`src/rtl/down_counter_timer_if.sv`:
```
// Control/status bundle for the loadable down counter timer.
// The master drives control strobes; the slave (the counter) returns status.
interface down_counter_timer_if #(
  parameter int WIDTH = 3
);
  logic             T;
  logic             load;
  logic [WIDTH-1:0] load_val;
  logic             auto_reload;
  logic [WIDTH-1:0] out;
  logic             zero;
  logic             tc;
  logic             busy;

  modport master (
    output T,
    output load,
    output load_val,
    output auto_reload,
    input  out,
    input  zero,
    input  tc,
    input  busy
  );

  modport slave (
    input  T,
    input  load,
    input  load_val,
    input  auto_reload,
    output out,
    output zero,
    output tc,
    output busy
  );
endinterface

```
`src/rtl/down_counter_timer.sv`:
```
// Loadable down counter with terminal-count pulse.
// Stops at zero (one-shot) or reloads the start value (periodic).
module down_counter_timer #(
  parameter int WIDTH = 3
) (
  input  logic                clk,
  input  logic                reset,
  down_counter_timer_if.slave bus
);

  typedef enum logic [1:0] {
    IDLE = 2'd0,
    RUN  = 2'd1,
    DONE = 2'd2
  } state_t;

  state_t           state_q, state_d;
  logic [WIDTH-1:0] cnt_q, cnt_d;
  logic [WIDTH-1:0] rel_q, rel_d;
  logic             zero_q, zero_d;
  logic             tc_q, tc_d;
  logic             busy_q, busy_d;

  logic step;
  logic last;

  // A load on the same edge pre-empts any decrement.
  assign step = !bus.load
             && (state_q == RUN)
             && bus.T;
  assign last = (cnt_q == WIDTH'(1));

  always_ff @(posedge clk or posedge reset) begin
    if (reset) begin
      state_q <= IDLE;
      cnt_q   <= '0;
      rel_q   <= '0;
      zero_q  <= 1'b1;
      tc_q    <= 1'b0;
      busy_q  <= 1'b0;
    end else begin
      state_q <= state_d;
      cnt_q   <= cnt_d;
      rel_q   <= rel_d;
      zero_q  <= zero_d;
      tc_q    <= tc_d;
      busy_q  <= busy_d;
    end
  end

  always_comb begin
    state_d = state_q;
    cnt_d   = cnt_q;
    rel_d   = rel_q;
    unique case (1'b1)
      bus.load: begin
        cnt_d   = bus.load_val;
        rel_d   = bus.load_val;
        state_d = (bus.load_val != '0)
                ? RUN : IDLE;
      end
      (step && last): begin
        if (bus.auto_reload) begin
          cnt_d = rel_q;
        end else begin
          cnt_d   = '0;
          state_d = DONE;
        end
      end
      (step && !last): begin
        cnt_d = cnt_q - WIDTH'(1);
      end
      default: begin
      end
    endcase
  end

  always_comb begin
    zero_d = (cnt_d == '0);
    busy_d = (state_d == RUN);
    tc_d   = step && last;
  end

  assign bus.out  = cnt_q;
  assign bus.zero = zero_q;
  assign bus.tc   = tc_q;
  assign bus.busy = busy_q;

endmodule
```
`src/flat_wrapper.sv`:
```
// flat-port wrapper written by rule: the top's interface ports become plain ports
module down_counter_timer_flat 
#(
  parameter int WIDTH = 3
)
  (clk, reset, bus_T, bus_load, bus_load_val, bus_auto_reload, bus_out, bus_zero, bus_tc, bus_busy);
  down_counter_timer_if #(.WIDTH(WIDTH)) bus_i ();
  input  logic clk;
  input  logic reset;
  input wire logic [$bits(bus_i.T)-1:0] bus_T;
  input wire logic [$bits(bus_i.load)-1:0] bus_load;
  input wire logic [$bits(bus_i.load_val)-1:0] bus_load_val;
  input wire logic [$bits(bus_i.auto_reload)-1:0] bus_auto_reload;
  output wire logic [$bits(bus_i.out)-1:0] bus_out;
  output wire logic [$bits(bus_i.zero)-1:0] bus_zero;
  output wire logic [$bits(bus_i.tc)-1:0] bus_tc;
  output wire logic [$bits(bus_i.busy)-1:0] bus_busy;
  assign bus_i.T = bus_T;
  assign bus_i.load = bus_load;
  assign bus_i.load_val = bus_load_val;
  assign bus_i.auto_reload = bus_auto_reload;
  assign bus_out = bus_i.out;
  assign bus_zero = bus_i.zero;
  assign bus_tc = bus_i.tc;
  assign bus_busy = bus_i.busy;
  down_counter_timer #(.WIDTH(WIDTH)) u_core (.clk(clk), .reset(reset), .bus(bus_i));
endmodule
```
`config.mk`:
```
export PLATFORM = sky130hd
export DESIGN_NAME = down_counter_timer_flat
export DESIGN_NICKNAME = d
export VERILOG_FILES = /design/src/rtl/down_counter_timer_if.sv /design/src/rtl/down_counter_timer.sv /design/src/flat_wrapper.sv
export SDC_FILE = /design/constraint.sdc
export NUM_CORES = 1
export LEC_CHECK = 0
export ABC_AREA = 1
export BUFFER_PORTS_ARGS = -buffer_cell sky130_fd_sc_hd__buf_4
export CELL_PAD_IN_SITES_DETAIL_PLACEMENT = 0
export CELL_PAD_IN_SITES_GLOBAL_PLACEMENT = 1
export CORE_ASPECT_RATIO = 0.7
export CORE_MARGIN = 5
export CORE_UTILIZATION = 32
export DETAILED_ROUTE_END_ITERATION = 10
export GPL_TIMING_DRIVEN = 0
export MAX_ROUTING_LAYER = met4
export PLACE_DENSITY = 0.67
export SLEW_MARGIN = 5
export SYNTH_ARGS = -nofsm -noshare
export SYNTH_HDL_FRONTEND = slang
export SYNTH_SLANG_ARGS = --single-unit
export TNS_END_PERCENT = 5
```
`constraint.sdc`:
```
create_clock -name clk -period 1.2 [get_ports clk]
set_clock_uncertainty 0.15 [all_clocks]
set_input_delay 0.12 -clock clk [delete_from_list [all_inputs] [get_ports clk]]
set_output_delay 0.12 -clock clk [all_outputs]
set_load 0.03 [all_outputs]
```
==> reports/qor.txt, run 1 <==
Via count of the first global-routing pass - 531
Power Dens Cells - 1180 nW/um2
Standby leakage power - 0.000485 uW
Number of vias in the routed layout - 537
Total design power - 1070 uW
Remaining antenna violation count after routing - 0
Total wire length - 1460 um
Clock slew at reported path FFs - 0.07 ns
Core region area - 1820 um2
Switch share - 35.3%
DR DRC count - 0
Vertical extent of the die - 46.1 um
Number of CTS-inserted buffers - 3
Class of the most critical hold timing path - in -> reg
CTS root buffer - sky130_fd_sc_hd__clkbuf_4
Post-DP HPWL - 1020 um
Final core utilization - 49.7%
Iteration-0 DRC count of the detailed router - 12
Per-cell routed wire length - 12.0 um
Unique cell type count in the Yosys netlist - 18
Number of antenna violations at the first check in global routing - 0
Initial standard-cell utilization of the core - 32.8%
Primary flip-flop cell chosen by synthesis mapping - sky130_fd_sc_hd__dfrtp_1
Final critical delay including setup and external delays - 1.38 ns
Total I/O pin count - 14
Per-cell via count in the routed design - 4.40
Number of cells traversed by the worst hold path - 3
Total nets after synthesis - 85
Clock network latency to the later pin of the worst-skew pair - 0.28 ns
Violated checks - hold timing, setup timing
Worst vdd ir - 0.570 mV
Commonest non-fill, non-tap cell in the layout - sky130_fd_sc_hd__nand2_1
Critical R2R Launch - u_core.bus.out[0]
Hold Path End - u_core.state_q[0]
CTS tree - done
Largest net degree at the start of global routing - 12
Worst-case headroom to the max-slew limit - 69.1%
Arr. time, crit path - 1.46 ns
Hold Worst Slack - -0.0390 ns
Fillers - 184
Category of the worst setup path capture point - register
Width of the die - 61.6 um
Max-slew violations - 0
Highest Clock Rate - 0.723 GHz
Syn. warnings - 0
Hold-fix buffer count after cts - 5
Number of antenna repair diodes - 0
Area of the mapped netlist - 597 um2
Number of nets in the layout - 111
Count of flip-flops with a built-in enable after synthesis - 0
Run status - finished, violations left
FFs w/ async S/R, synth - 100%
Count of final hold-check violations - 1
Pin slew with the least headroom to its limit - 0.464 ns
Sequential-to-total area share from yosys stat - 46.3%
Instance count of the mapped netlist - 75
Worst r2r dst - u_core.bus.zero
H-Tree Level Count - 1
Worst slack at placement - -0.215 ns
Number of buffers inserted by port buffering - 13
Residual overflow from global routing - 0
Power dissipated by switching net loads - 379 uW
Global-route wire length before repair - 2440 um
Mean area per synthesized cell - 7.96 um2
Internal reg-to-reg setup slack - -0.18 ns
Design internal power - 694 uW
Portion of total power attributed to combinational logic - 33.8%
Setup tns final - -1.10 ns
Setup WS post-layout - -0.184 ns
Required @ worst endpoint - 1.28 ns
RSZ-0062 raised after global routing - true
Max-cap viol count - 0
Placer congestion estimate - 0.744
Sequential power share - 41.1%
Startpoint type of the worst setup path - register
GRT Resource Usage Total - 13.2%
Number of clock sinks - 11
Final setup violating endpoints - 10
Die Outline Area - 2840 um2
Commonest non-fill, non-tap cells in the layout - 19 x sky130_fd_sc_hd__nand2_1, 13 x sky130_fd_sc_hd__buf_4, 11 x sky130_fd_sc_hd__inv_1, 8 x sky130_fd_sc_hd__dfrtp_1
Share of power burned in the clock network - 25.1%
FP Rows - 13
Max Fanout on Critical Path - 3
Buffer levels on the longest clock path - 2
Hold_sp - bus_load_val[2]
Worst reg-to-reg path cell count - 8
Post-route fraction of the period consumed by the critical path - 115%
Area added between synthesis and finish - 51.8%
Fraction of layout instances using a drive strength above 1 - 49.0%
Number of search-and-repair iterations in the first detailed-routing pass - 4
Critical setup path kind - reg -> reg
Number of synthesized register bits - 11
worst max-delay path by stage:
stage                      startpoint              end  cells past startpoint
finish              u_core.bus.out[0]  u_core.bus.zero                      8
global route        u_core.bus.out[0]  u_core.bus.zero                     10
CTS                 u_core.bus.out[0]  u_core.bus.zero                      8
detailed placement  u_core.bus.out[0]  u_core.bus.zero                     10
global placement    u_core.bus.out[0]  u_core.bus.zero                     10
floorplan           u_core.bus.out[0]  u_core.bus.busy                      8
cells by family after synthesis:
kind of cell / Yosys count / share of synthesized area (%)
flip-flops: 11 / 46.3
adder cells (fa/ha/maj): 2 / 4.19
buffers and inverters: 18 / 11.3
AO/OA/AOI/OAI: 4 / 4.82
AND/OR/NAND/NOR: 40 / 33.3
what timing repair did:
action	CTS	global route
setup endpoints to repair	8	10
resized for setup	13	6
pin swaps	9	7
buffers inserted	3	0
hold endpoints to repair	17	1
metal layers:
metal / vias up / share of wire [%] / global-route usage, %
met2: 11 / 45 / 19.0
met4: 0 / 1.7 / 5.08
li1: 277 / - / -
met3: 5 / 7.3 / 6.16
met5: - / 0 / -
met1: 244 / 46 / 16.0
metrics by stage:
stage / hold WS (ns) / area [um2] / std cells
after global routing: -0.0184 / 906 / 122
after floorplan: -0.178 / 611 / 75
after global placement: 0.00649 / 736 / 110
final: -0.0390 / 906 / 122
after CTS: -0.0386 / 886 / 122
after detailed placement: 0.0154 / 736 / 110
state kept, by name (all words and copies together) (netlist names):
name / count
u_core.bus.out: 3
u_core.rel_q: 3
u_core.state_q: 2
u_core.bus.busy: 1
u_core.bus.tc: 1
u_core.bus.zero: 1
power by group through the flow:
stage                     clock network [uW]  logic (uW)  registers [uW]
after global routing                     292         399             446
after floorplan                            0         127             487
final                                    270         362             441
after global placement                     0         264             441
after CTS                                276         351             439
after detailed placement                   0         265             443
critical path, cell delays in order (launching register included):
cell	delay, ns
sky130_fd_sc_hd__dfrtp_2	0.43
sky130_fd_sc_hd__inv_4	0.06
sky130_fd_sc_hd__ha_4	0.26
sky130_fd_sc_hd__inv_2	0.03
sky130_fd_sc_hd__nand4_1	0.07
sky130_fd_sc_hd__nand3_2	0.09
sky130_fd_sc_hd__nor2_2	0.11
sky130_fd_sc_hd__nand2_2	0.07
sky130_fd_sc_hd__nor2_2	0.07
cells in the mapped netlist, types with 2 or more instances:
library cell | count | area (um2)
sky130_fd_sc_hd__inv_1 | 16 | 60.1
sky130_fd_sc_hd__ha_1 | 2 | 25.0
sky130_fd_sc_hd__nand3_2 | 2 | 20.0
sky130_fd_sc_hd__nand2_2 | 2 | 12.5
sky130_fd_sc_hd__nand4_1 | 3 | 18.8
sky130_fd_sc_hd__nor2_1 | 3 | 11.3
sky130_fd_sc_hd__inv_2 | 2 | 7.51
sky130_fd_sc_hd__dfrtp_1 | 10 | 250
sky130_fd_sc_hd__nand2_1 | 22 | 82.6
sky130_fd_sc_hd__nand3_1 | 5 | 25.0
final cells by class:
type	instances	area (um2)	share of cell area, %
flip-flops and latches	11	279	30.8
clock buffers	3	22.5	2.49
inverters	18	75.1	8.29
repair buffers	21	181	20.0
multi-input cells	46	315	34.8
clock inverters	1	5.00	0.552
well taps	22	27.5	3.04
Power figures use the tool's default switching activity.
==> run 2: changes to the inputs <==
--- a/config.mk
+++ b/config.mk
@@ -5,17 +5,16 @@
 export SDC_FILE = /design/constraint.sdc
 export NUM_CORES = 1
 export LEC_CHECK = 0
-export ABC_AREA = 1
+export ABC_AREA = 0
 export BUFFER_PORTS_ARGS = -buffer_cell sky130_fd_sc_hd__buf_4
 export CELL_PAD_IN_SITES_DETAIL_PLACEMENT = 0
 export CELL_PAD_IN_SITES_GLOBAL_PLACEMENT = 1
-export CORE_ASPECT_RATIO = 0.7
 export CORE_MARGIN = 5
-export CORE_UTILIZATION = 32
+export CORE_UTILIZATION = 35
 export DETAILED_ROUTE_END_ITERATION = 10
 export GPL_TIMING_DRIVEN = 0
 export MAX_ROUTING_LAYER = met4
-export PLACE_DENSITY = 0.67
+export PLACE_DENSITY = 0.68
 export SLEW_MARGIN = 5
 export SYNTH_ARGS = -nofsm -noshare
 export SYNTH_HDL_FRONTEND = slang
==> reports/qor.txt, run 2 <==
Power dissipated by switching net loads - 294 uW (-22%)
Main combinational cell family by area after synthesis - simple AND/OR/NAND/NOR gates
Largest stage delay on the critical path - 0.44 ns (about the same)
Number of vias in the routed layout - 445 (-17%)
Number of buffer and inverter instances along the worst setup path - 1 (-1)
Clock slew at reported path FFs - 0.07 ns (about the same)
Critical R2R Launch - u_core.bus.out[0]
Power Dens Cells - 1200 nW/um2 (+0.94%)
Post-placement cell count - 80 (-27%)
Clock network latency to the later pin of the worst-skew pair - 0.26 ns (-0.02 ns)
Core region area - 1540 um2 (-15%)
CTS tree - done
Met2 wire length - 521 um (-20%)
Number of CTS-inserted buffers - 3 (unchanged)
Initial standard-cell utilization of the core - 37.8% (+5.1 points)
Largest net degree at the start of global routing - 12 (unchanged)
Critical setup path kind - reg -> reg
Fraction of synthesized area in multiplexers - 0% (unchanged)
RSZ-0062 raised after global routing - true
Number of nets in the layout - 82 (-26%)
Non-filler cells, final - 87 (-29%)
Design internal power - 660 uW (-4.9%)
Remaining antenna violation count after routing - 0 (unchanged)
Via count of the first global-routing pass - 431 (-19%)
GRT Resource Usage Total - 10.1% (-3.1 points)
Critical Path Slowest Stage Cell - sky130_fd_sc_hd__dfrtp_2
Worst vdd ir - 0.555 mV (-2.7%)
Number of antenna repair diodes - 0 (unchanged)
Required @ worst endpoint - 1.23 ns (-0.05 ns)
Iteration-0 DRC count of the detailed router - 6 (-6)
Vertical extent of the die - 50.8 um (+10%)
Standby leakage power - 0.000379 uW (-22%)
Instance count of the mapped netlist - 51 (-32%)
Internal reg-to-reg setup slack - -0.33 ns (-0.14 ns)
Met3 WL post-DR - 64 um (-40%)
Worst-case headroom to the max-slew limit - 72.6% (+3.5 points)
Unique cell type count in the Yosys netlist - 26 (+8)
Max Fanout on Critical Path - 3 (unchanged)
Sequential power share - 45.8% (+4.7 points)
Violated checks - setup timing
Total design power - 954 uW (-11%)
FFs w/ async S/R, synth - 100% (unchanged)
Sequential-to-total area share from yosys stat - 47.4% (+1.1 points)
Endpoint of the most critical setup path - u_core.bus.zero
Area share of the leading cell type in the synthesized netlist - 42.9% (+0.99 points)
Commonest non-fill, non-tap cells in the layout - 12 x sky130_fd_sc_hd__buf_4, 7 x sky130_fd_sc_hd__dfrtp_1, 5 x sky130_fd_sc_hd__inv_1
Die Outline Area - 2580 um2 (-9.2%)
Count of final hold-check violations - 0 (-1)
Mean area per synthesized cell - 11.4 um2 (+44%)
Total I/O pin count - 14 (unchanged)
Number of cells traversed by the worst hold path - 3 (unchanged)
Total nets after synthesis - 61 (-28%)
Max-cap viol count - 0 (unchanged)
Number of synthesized register bits - 11 (unchanged)
Number of search-and-repair iterations in the first detailed-routing pass - 4 (unchanged)
DR DRC count - 0 (unchanged)
Startpoint type of the worst setup path - register
Worst reg-to-reg path cell count - 6 (-2)
Post-CTS setup repair buffer count - 0 (-3)
Final critical delay including setup and external delays - 1.53 ns (+0.143 ns)
Worst slack at placement - -0.344 ns (-0.129 ns)
Switch share - 30.8% (-4.5 points)
Fraction of layout instances using a drive strength above 1 - 49.3% (+0.30 points)
Cell-by-cell trace of the critical path - inv_2 > ha_1 > nor2b_2 > a31oi_1 > o41ai_2 > nor3_2
Primary flip-flop cell chosen by synthesis mapping - sky130_fd_sc_hd__dfrtp_1
Cell types with the highest counts after synthesis - 10 x sky130_fd_sc_hd__dfrtp_1, 7 x sky130_fd_sc_hd__inv_1, 3 x sky130_fd_sc_hd__and2_1, 3 x sky130_fd_sc_hd__nand2_1
Largest delay contributor family on the critical path - flip-flops
Commonest non-fill, non-tap cell in the layout - sky130_fd_sc_hd__buf_4
Setup tns final - -1.27 ns (-0.173 ns)
Area added between synthesis and finish - 36.9%
Highest Clock Rate - 0.655 GHz (-9.4%)
Post-route fraction of the period consumed by the critical path - 127% (+12 points)
Per-cell routed wire length - 13.5 um (+12%)
Fraction of the mapped netlist area in simple logic gates - 21.9% (-11 points)
H-Tree Level Count - 1 (unchanged)
Area of the mapped netlist - 583 um2 (-2.3%)
Wire length on met1 - 572 um (-15%)
Residual overflow from global routing - 0 (unchanged)
Post-DP HPWL - 884 um (-14%)
Path length in cells of the critical path - 6 (-2)
Placer congestion estimate - 0.705 (-5.2%)
Width of the die - 50.8 um (-18%)
Setup WS post-layout - -0.327 ns (-0.143 ns)
Number of antenna violations at the first check in global routing - 0 (unchanged)
Worst r2r dst - u_core.bus.zero
Run status - finished, violations left
Class of the most critical hold timing path - in -> reg
Highest metal layer with signal wires - met4
Final setup violating endpoints - 7 (-3)
FP Rows - 14 (+1)
Number of buffers inserted by port buffering - 13 (unchanged)
Count of flip-flops with a built-in enable after synthesis - 0 (unchanged)
Count leader, synth - sky130_fd_sc_hd__dfrtp_1
Syn. warnings - 0 (unchanged)
Global-route wire length before repair - 1890 um (-22%)
Xor/xnor cell area share of the yosys netlist - 0% (unchanged)
Hold Worst Slack - 0.0235 ns (+0.0625 ns)
CTS root buffer - sky130_fd_sc_hd__clkbuf_4
Portion of total power attributed to combinational logic - 28.7% (-5.1 points)
Number of clock sinks - 11 (unchanged)
Critical path startpoint - u_core.bus.out[0]
Buffer levels on the longest clock path - 2 (unchanged)
Area contributors post-synth - sky130_fd_sc_hd__dfrtp_1 43%, sky130_fd_sc_hd__dfstp_2 4.5%, sky130_fd_sc_hd__inv_1 4.5%
Arr. time, crit path - 1.56 ns (+0.10 ns)
Per-cell via count in the routed design - 5.11 (+16%)
Total wire length - 1170 um (-20%)
Share of power burned in the clock network - 25.5% (+0.4 points)
Post-Synth Adder-Cell Area - 4.29% (+0.099 points)
Max-slew violations - 0 (unchanged)
Compound-Gate Fraction of Synth Area - 20.0% (+15 points)
Category of the worst setup path capture point - register
Synth area leader - sky130_fd_sc_hd__dfrtp_1
Pin slew with the least headroom to its limit - 0.407 ns (-0.0568 ns)
-- run 2: cell count changes in the layout (fill, tap and decap cells not counted), moves of 3 or more --
cell                      delta
sky130_fd_sc_hd__inv_4       -3
sky130_fd_sc_hd__and2_1      +3
sky130_fd_sc_hd__nand2_1    -16
sky130_fd_sc_hd__inv_1       -6
sky130_fd_sc_hd__nand2_2     -4
sky130_fd_sc_hd__nand4_1     -3
sky130_fd_sc_hd__nand3_2     -5
-- run 2: worst min-delay path by stage --
stage / start / end / slack [ns]
detailed placement: reset / u_core.bus.busy / -0.008
finish: bus_load_val[0] / u_core.state_q[0] / 0.02
CTS: bus_load_val[0] / u_core.state_q[0] / 0.01
global placement: reset / u_core.bus.busy / -0.001
global route: bus_load_val[0] / u_core.state_q[0] / 0.04
floorplan: reset / u_core.bus.busy / -0.18
-- run 2: power by group through the flow --
| stage | clock, uW | combinational, uW | sequential [uW] |
|---|---|---|---|
| after global placement | 0 | 259 | 442 |
| after detailed placement | 0 | 259 | 443 |
| after global routing | 268 | 296 | 442 |
| after CTS | 251 | 274 | 435 |
| after floorplan | 0 | 137 | 481 |
| final | 244 | 273 | 437 |
-- run 2: kinds of logic (layout without fill, tap and decap cells) --
group | after synthesis | after routing
buf+inv | 8 | 28
compound gates | 14 | 14
simple gates | 16 | 16
flops | 11 | 11
fa+ha+maj | 2 | 2
-- run 2: worst reg2reg max path, cell delays in order (launching register included) --
cell                      delay (ns)
sky130_fd_sc_hd__dfrtp_2        0.44
sky130_fd_sc_hd__inv_2          0.08
sky130_fd_sc_hd__ha_1           0.16
sky130_fd_sc_hd__nor2b_2        0.15
sky130_fd_sc_hd__a31oi_1        0.05
sky130_fd_sc_hd__o41ai_2        0.35
sky130_fd_sc_hd__nor3_2         0.08
-- run 2: what timing repair did --
| item | CTS | global route |
|---|---|---|
| gates resized for setup | 2 | 2 |
| endpoints found under the hold margin | 15 | 0 |
| hold buffers | 3 | 0 |
| gates cloned | 0 | 0 |
| pin swaps | 0 | 1 |
| endpoints found under the setup margin | 7 | 9 |
-- run 2: area by class of cell --
cell class,instances,area (um2)
fillers,149,743
plain buffers,1,11.3
well taps,16,20.0
clock buffers,4,26.3
inverters,7,26.3
flip-flops and latches,11,280
multi-input cells,32,303
repair buffers,16,131
-- run 2: per-stage QoR --
stage | cell area, um2 | utilization, %
6_report | 798 | 51.8
5_1_grt | 798 | 51.8
4_1_cts | 793 | 51.5
3_5_place_dp | 726 | 47.1
3_3_place_gp | 726 | 47.1
2_1_floorplan | 608 | -
-- run 2: metal layers --
| metal | vias up | track usage, % |
|---|---|---|
| li1 | 221 | - |
| met3 | 2 | 3.20 |
| met1 | 213 | 12.8 |
| met5 | - | - |
| met2 | 9 | 14.5 |
| met4 | 0 | 5.11 |
==> run 3: changes to the inputs <==
--- a/config.mk
+++ b/config.mk
@@ -9,12 +9,14 @@
 export BUFFER_PORTS_ARGS = -buffer_cell sky130_fd_sc_hd__buf_4
 export CELL_PAD_IN_SITES_DETAIL_PLACEMENT = 0
 export CELL_PAD_IN_SITES_GLOBAL_PLACEMENT = 1
+export CORE_ASPECT_RATIO = 0.7
 export CORE_MARGIN = 5
-export CORE_UTILIZATION = 35
+export CORE_UTILIZATION = 28
 export DETAILED_ROUTE_END_ITERATION = 10
 export GPL_TIMING_DRIVEN = 0
 export MAX_ROUTING_LAYER = met4
-export PLACE_DENSITY = 0.68
+export PLACE_DENSITY = 0.56
+export SETUP_SLACK_MARGIN = 0.02
 export SLEW_MARGIN = 5
 export SYNTH_ARGS = -nofsm -noshare
 export SYNTH_HDL_FRONTEND = slang
==> reports/qor.txt, run 3 (synthesis gave the netlist of run 2 again) <==
Run status - finished, violations left
Violated checks - setup timing
Number of antenna repair diodes - 0 (unchanged)
Vertical extent of the die - 48.2 um (-5.2%)
Via count of the first global-routing pass - 432 (+0.23%)
Max-cap viol count - 0 (unchanged)
Number of vias in the routed layout - 447 (+0.45%)
Remaining antenna violation count after routing - 0 (unchanged)
Portion of total power attributed to combinational logic - 30.8% (+2.1 points)
Switch share - 30.9% (about the same)
GRT Resource Usage Total - 9.87% (-0.26 points)
Number of antenna violations at the first check in global routing - 0 (unchanged)
Worst-case headroom to the max-slew limit - 71.5% (-1.1 points)
H-Tree Level Count - 1 (unchanged)
Clock slew at reported path FFs - 0.07 ns (about the same)
Startpoint type of the worst setup path - register
Final core utilization - 44.0% (-7.8 points)
Residual overflow from global routing - 0 (unchanged)
Number of buffer and inverter instances along the worst setup path - 1 (unchanged)
Setup WS post-layout - -0.294 ns (+0.0329 ns)
Per-cell via count in the routed design - 4.71 (-8.0%)
RSZ-0062 raised after global routing - true
Iteration-0 DRC count of the detailed router - 4 (-2)
Sequential power share - 44.6% (-1.2 points)
FP Rows - 13 (-1)
Placer congestion estimate - 0.724 (+2.7%)
Highest Clock Rate - 0.669 GHz (+2.2%)
DR DRC count - 0 (unchanged)
Standby leakage power - 0.000393 uW (+3.7%)
Worst vdd ir - 0.383 mV (-31%)
Post-layout instance area - 845 um2 (+5.8%)
Arr. time, crit path - 1.52 ns (-0.04 ns)
Initial standard-cell utilization of the core - 30.4% (-7.4 points)
Max-slew violations - 0 (unchanged)
Critical Path Slowest Stage Cell - sky130_fd_sc_hd__dfrtp_2
Class of the most critical hold timing path - in -> reg
Commonest non-fill, non-tap cell in the layout - sky130_fd_sc_hd__buf_4
Pin slew with the least headroom to its limit - 0.427 ns (+0.0204 ns)
Final setup violating endpoints - 7 (unchanged)
Post-DP HPWL - 928 um (+5.0%)
Design internal power - 682 uW (+3.3%)
Largest net degree at the start of global routing - 12 (unchanged)
Max Fanout on Critical Path - 5 (+2)
Post-route fraction of the period consumed by the critical path - 124% (-2.7 points)
Cell-by-cell trace of the critical path - inv_4 > ha_4 > and4b_1 > a211oi_2 > o31ai_2 > nor3_2
Core region area - 1920 um2 (+25%)
Number of buffers inserted by port buffering - 13 (unchanged)
Total wire length - 1230 um (+5.0%)
Final critical delay including setup and external delays - 1.49 ns (-0.0329 ns)
Clock network latency to the later pin of the worst-skew pair - 0.26 ns (about the same)
Critical setup path kind - reg -> reg
CTS root buffer - sky130_fd_sc_hd__clkbuf_4
Per-cell routed wire length - 13.0 um (-3.8%)
Share of power burned in the clock network - 24.7% (-0.8 points)
Instance area at placement - 733 um2 (+1.0%)
Global-route wire length before repair - 2060 um (+9.2%)
Commonest non-fill, non-tap cells in the layout - 13 x sky130_fd_sc_hd__buf_4, 7 x sky130_fd_sc_hd__dfrtp_1, 5 x sky130_fd_sc_hd__inv_1
Number of CTS-inserted buffers - 3 (unchanged)
CTS tree - done
Count of final hold-check violations - 0 (unchanged)
Area added between synthesis and finish - 44.8%
Total I/O pin count - 14 (unchanged)
Die Outline Area - 3110 um2 (+20%)
Number of clock sinks - 11 (unchanged)
Buffer levels on the longest clock path - 2 (unchanged)
Width of the die - 64.5 um (+27%)
Required @ worst endpoint - 1.23 ns (about the same)
Category of the worst setup path capture point - register
Largest delay contributor family on the critical path - flip-flops
Number of nets in the layout - 84 (+2.4%)
Largest stage delay on the critical path - 0.42 ns (-0.02 ns)
Fraction of layout instances using a drive strength above 1 - 52.1% (+2.8 points)
Power dissipated by switching net loads - 304 uW (+3.4%)
Power Dens Cells - 1170 nW/um2 (-2.3%)
Number of search-and-repair iterations in the first detailed-routing pass - 3 (-1)
[run 3: stage by stage]
step	hold slack, ns	TNS, ns	setup WS, ns	total power, uW	cells
floorplan	-0.178	-1.35	-0.288	617	51
global placement	0.00447	-1.60	-0.351	706	86
detailed placement	-0.00121	-1.36	-0.296	703	86
CTS	0.000141	-1.48	-0.312	1000	95
global route	0.0344	-1.87	-0.375	1050	95
finish	0.00749	-1.38	-0.294	986	95
[run 3: timing repair]
action | in CTS | in global routing
buffers inserted | 2 | 0
hold buffers | 3 | 0
setup endpoints to repair | 8 | 11
pin swaps | 3 | 4
hold endpoints to repair | 15 | 0
resized for setup | 6 | 2
[run 3: final cells by class]
| cell class | count | area, um2 |
|---|---|---|
| multi-input cells | 32 | 320 |
| repair buffers | 18 | 150 |
| fillers | 196 | 1070 |
| inverters | 7 | 28.8 |
| clock buffers | 4 | 26.3 |
| flip-flops and latches | 11 | 280 |
| plain buffers | 1 | 11.3 |
| well taps | 22 | 27.5 |
[run 3: worst min-delay path: stages]
cell and delay [ns]:
sky130_fd_sc_hd__buf_4 0.08, sky130_fd_sc_hd__o31ai_1 0.08, sky130_fd_sc_hd__o21ai_1 0.09
[run 3: worst paths after layout]
kind	start	to	slack (ns)	depth (start not counted)
max	u_core.bus.out[1]	u_core.bus.zero	-0.29	6
min	bus_load_val[0]	u_core.state_q[0]	0.007	3
max reg2reg	u_core.bus.out[1]	u_core.bus.zero	-0.29	6
min reg2reg	u_core.rel_q[2]	u_core.rel_q[2]	0.35	1
max in group asynchronous	reset	u_core.bus.zero	0.31	3
min in group asynchronous	reset	u_core.state_q[0]	0.26	3
[run 3: per-layer routing]
layer,vias up,wire [um],GRT usage (%)
met5,-,0,-
met4,0,45,8.82
li1,228,-,-
met1,204,634,13.0
met3,4,57,2.53
met2,11,495,12.3
[run 3: power groups by stage]
stage	sequential [uW]	clock (uW)	combinational [uW]
after detailed placement	443	0	259
after global placement	443	0	263
after floorplan	481	0	137
final	440	243	304
after CTS	438	258	304
after global routing	443	275	332
